<file path="src/rtl/lc3b_types.sv">
// Shared LC-3b types: machine word, cache line, and the memory arbiter's
// state and grant encodings.
package lc3b_types;

  typedef logic [15:0]  lc3b_word;
  typedef logic [127:0] lc3b_data;

  typedef enum logic [1:0] {
    IDLE,
    BUSY,
    RESP
  } lc3b_arb_state;

  typedef enum logic {
    arb_i,
    arb_d
  } lc3b_arb_grant;

endpackage

</file>
<file path="src/rtl/mem_arbiter.sv">
// Arbitrates the I-cache and D-cache onto one physical-memory port, one line
// transaction at a time, with round-robin resolution of simultaneous requests.
module mem_arbiter
  import lc3b_types::*;
(
  input  logic         clk,
  input  logic         reset_n,
  input  logic         i_read,
  input  logic [15:0]  i_address,
  output logic [127:0] i_rdata,
  output logic         i_resp,
  input  logic         d_read,
  input  logic         d_write,
  input  logic [15:0]  d_address,
  input  logic [127:0] d_wdata,
  output logic [127:0] d_rdata,
  output logic         d_resp,
  output logic         pmem_read,
  output logic         pmem_write,
  output logic [15:0]  pmem_address,
  output logic [127:0] pmem_wdata,
  input  logic [127:0] pmem_rdata,
  input  logic         pmem_resp
);

  lc3b_arb_state state, next_state;
  lc3b_arb_grant grant, last_grant;
  logic          write_q;
  logic          i_req, d_req, take_d, grant_en;

  // Line offset bits never reach memory.
  logic unused_addr_lo;
  assign unused_addr_lo = ^{i_address[3:0], d_address[3:0]};

  always_comb begin
    i_req    = i_read;
    d_req    = d_read | d_write;
    take_d   = d_req && (!i_req || (last_grant == arb_i));
    grant_en = (state == IDLE) && (i_req || d_req);
  end

  always_comb begin
    next_state = state;
    case (state)
      IDLE:    if (grant_en) next_state = BUSY;
      BUSY:    if (pmem_resp) next_state = RESP;
      RESP:    next_state = IDLE;
      default: next_state = IDLE;
    endcase
  end

  always_ff @(posedge clk or negedge reset_n) begin
    if (!reset_n) state <= IDLE;
    else          state <= next_state;
  end

  always_ff @(posedge clk or negedge reset_n) begin
    if (!reset_n) begin
      grant        <= arb_i;
      last_grant   <= arb_i;
      write_q      <= 1'b0;
      pmem_address <= 16'h0000;
      pmem_wdata   <= '0;
      i_rdata      <= '0;
      d_rdata      <= '0;
    end else begin
      if (grant_en) begin
        grant        <= take_d ? arb_d : arb_i;
        last_grant   <= take_d ? arb_d : arb_i;
        write_q      <= take_d && d_write;
        pmem_address <= take_d ? {d_address[15:4], 4'h0} : {i_address[15:4], 4'h0};
        pmem_wdata   <= d_wdata;
      end
      // Writes complete without touching the D-side read line.
      if ((state == BUSY) && pmem_resp) begin
        if (grant == arb_i)  i_rdata <= pmem_rdata;
        else if (!write_q)   d_rdata <= pmem_rdata;
      end
    end
  end

  assign pmem_read  = (state == BUSY) && !write_q;
  assign pmem_write = (state == BUSY) &&  write_q;
  assign i_resp     = (state == RESP) && (grant == arb_i);
  assign d_resp     = (state == RESP) && (grant == arb_d);

endmodule

</file>
<file path="config.mk">
export PLATFORM = sky130hd
export DESIGN_NAME = mem_arbiter
export DESIGN_NICKNAME = d
export VERILOG_FILES = /design/src/rtl/lc3b_types.sv /design/src/rtl/mem_arbiter.sv
export SDC_FILE = /design/constraint.sdc
export NUM_CORES = 1
export LEC_CHECK = 0
export ABC_AREA = 1
export BUFFER_PORTS_ARGS = -buffer_cell sky130_fd_sc_hd__clkbuf_2
export CELL_PAD_IN_SITES_DETAIL_PLACEMENT = 1
export CELL_PAD_IN_SITES_GLOBAL_PLACEMENT = 2
export CORE_AREA = 4 4 271 273
export DETAILED_ROUTE_END_ITERATION = 6
export DIE_AREA = 0 0 275 277
export MAX_ROUTING_LAYER = met4
export PLACE_DENSITY = 0.71
export SLEW_MARGIN = 20
export SYNTH_ARGS = -nofsm -noshare
export SYNTH_HDL_FRONTEND = slang
export SYNTH_SLANG_ARGS = --single-unit
</file>
<file path="constraint.sdc">
create_clock -name clk -period 2.3 [get_ports clk]
set_input_delay 0.345 -clock clk [delete_from_list [all_inputs] [get_ports clk]]
set_output_delay 0.345 -clock clk [all_outputs]
set_load 0.1 [all_outputs]
</file>
==> results.cfg <==
[outcome]
outcome = finished, final reports clean

[floorplanning]
core-area_um2 = 71100
io_pins = 698
rows = 98
die_w_um = 275
start_util = 0.218
dieArea_um2 = 76200
fp.dieH_um = 277

[clock_tree]
clockBufferDepth = 3
htree_levels = 2
clock_sinks = 400
clkLatencyLatePin_ps = 570
root_buffer = clkbuf_16
post_cts_buffers = 0
cts_buffers = 49
tritoncts = yes
clkTransAtPathRegs_ps = 60

[synthesis]
syn_avg_cell_area_um2 = 8.75
synthArstFlopShare = 1.00
synthFlopType = dfrtp_1
ys_seq_area_frac = 0.644
netlist_instances = 1776
ys.warnings.count = 0
synth_area_leaders = dfrtp_1, nand2_1, nand3_1
ys_seq_elements = 400
synth.largest_area_cell = dfrtp_1
synth_cell_type_count = 18
synth-edff-count = 0
syn_area_um2 = 15500
netlist_top_cells_count = nand2_1, dfrtp_1, nand3_1
yosysTopAreaCellShare = 0.644
yosys.cell_count.top_type = nand2_1

[worst_setup_path]
cp_max_fo = 6
startpoint = last_grant
cp.required_ps = 1960
critPathKind = reg2out
crit-reg2reg-capture = d_rdata[38]
arrival_ps = 1850
cp-start-kind = flop
worstSetupEndpointType = primary output
r2r-start = last_grant
max_stage_delay_ps = 540
cp_slowest_cell = dfrtp_1
r2r_slack_ps = 530
crit_end = d_resp
crit_chain = inv_4, nor3_2, clkbuf_2
rr_worst_depth = 5

[sta]
skew_ps = 15.8
rsz0062_at_grt = no
hold_viol_final = 0
setup_viol = 0
fmax_mhz = 456
fin_crit_ps = 2190
worst_pin_slew_ps = 701
holdWs_ps = 51.0
fin_crit_sh = 0.953
drv_slew = 0
relSlewSlack = 0.535

[route]
vias = 15581
wl_um = 67000
vias_per_cell = 4.22
drt_iter0_drc = 679
wl_per_cell_um = 18.2
first_pass_iters = 4
drc = 0
final_antenna_net_count = 0

[global_route]
track_usage = 0.176
grt_max_degree = 83
grt_pass1_wl_um = 102000
gr-total-overflow = 0
antenna_found_initial = 5
grt_pass1_vias = 17305

[final_layout]
syn_to_final_growth_pct = 57.2
drive_above_1_share = 0.300
fillCellCount = 8516
layout.cells.non_filler = 3690
layout.nets = 2994

[min_path]
hold_class = in2reg

[placement]
dp.cells = 3351
place.gp.congestion = 0.847
place_hpwl_um = 47200
portBuffers = 685

[flow_run]
cap_violations = 0
-- repair_timing --
action                                  CTS  global route
hold endpoints to repair                363             0
resized for setup                         0             1
endpoints found under the setup margin    0             1
hold buffers                            248             0
-- worst min path at each step --
| stage | start | endpoint | depth (start not counted) |
|---|---|---|---|
| 2_1_floorplan | reset_n | d_rdata[0] | 0 |
| 3_3_place_gp | reset_n | d_rdata[12] | 1 |
| 3_5_place_dp | reset_n | d_rdata[12] | 1 |
| 4_1_cts | pmem_rdata[59] | d_rdata[59] | 3 |
| 5_1_grt | pmem_rdata[57] | d_rdata[57] | 3 |
| 6_report | pmem_rdata[59] | d_rdata[59] | 3 |
-- logic make-up (layout without fill, tap and decap cells) --
group           after synthesis  after routing  share of synthesized area
buf+inv                     139           1096                     0.0424
flops                       400            400                      0.644
compound gates                5              5                    0.00185
other cells                   1              8                   0.000241
simple gates               1231           1231                      0.311
-- state kept, by name, indices dropped and copies added (netlist names) --
name	count
pmem_address	12
write_q	1
last_grant	1
d_rdata	128
i_rdata	128
pmem_wdata	128
state	2
-- final cells by class --
type                       instances  area, um2  share of cell area
multi-input combinational       1240       4930               0.202
antenna                            4       10.0            0.000410
tap                              950       1190              0.0487
clock inverter                    12        146             0.00600
clock buffer                      75       1540              0.0629
timing repair buffer             977       6480               0.265
inverter                          32        123             0.00502
sequential                       400      10000               0.410
-- layer usage --
| layer | up-vias | global-route usage | routed length [um] |
|---|---|---|---|
| met5 | - | - | 0 |
| li1 | 7281 | - | - |
| met2 | 544 | 0.298 | 32900 |
| met3 | 144 | 0.0477 | 5110 |
| met1 | 7612 | 0.199 | 26400 |
| met4 | 0 | 0.0638 | 2630 |
-- cell usage in the layout (no fill, tap or decap), types with 3 or more instances in the layout --
master / n
nand2_1: 1066
nand3_1: 152
dfrtp_1: 400
dlygate4sd3_1: 248
buf_4: 26
diode_2: 4
inv_1: 30
conb_1: 4
o21ai_0: 4
clkbuf_8: 17
clkbuf_1: 7
clkinv_2: 6
clkbuf_16: 51
clkbuf_2: 683
nor2_1: 4
buf_12: 18
bufinv_16: 3
-- per-stage QoR --
| stage | cell area [um2] | setup slack (ps) | setup TNS (ps) | util |
|---|---|---|---|---|
| floorplan | 15600 | -87.7 | -87.7 | - |
| global placement | 20200 | 569 | 0 | 0.285 |
| detailed placement | 20200 | 529 | 0 | 0.285 |
| CTS | 24400 | 24.8 | 0 | 0.343 |
| global route | 24400 | 2.39 | 0 | 0.343 |
| finish | 24400 | 108 | 0 | 0.343 |
-- critical path: cells and delay by family (launching register included) --
family | cells | cell delay, ps
buf+inv | 2 | 610
simple gates | 1 | 120
flops | 1 | 540
Power is not shown: default switching activity piles up to over one toggle a cycle in this logic, so the estimate is an artifact.
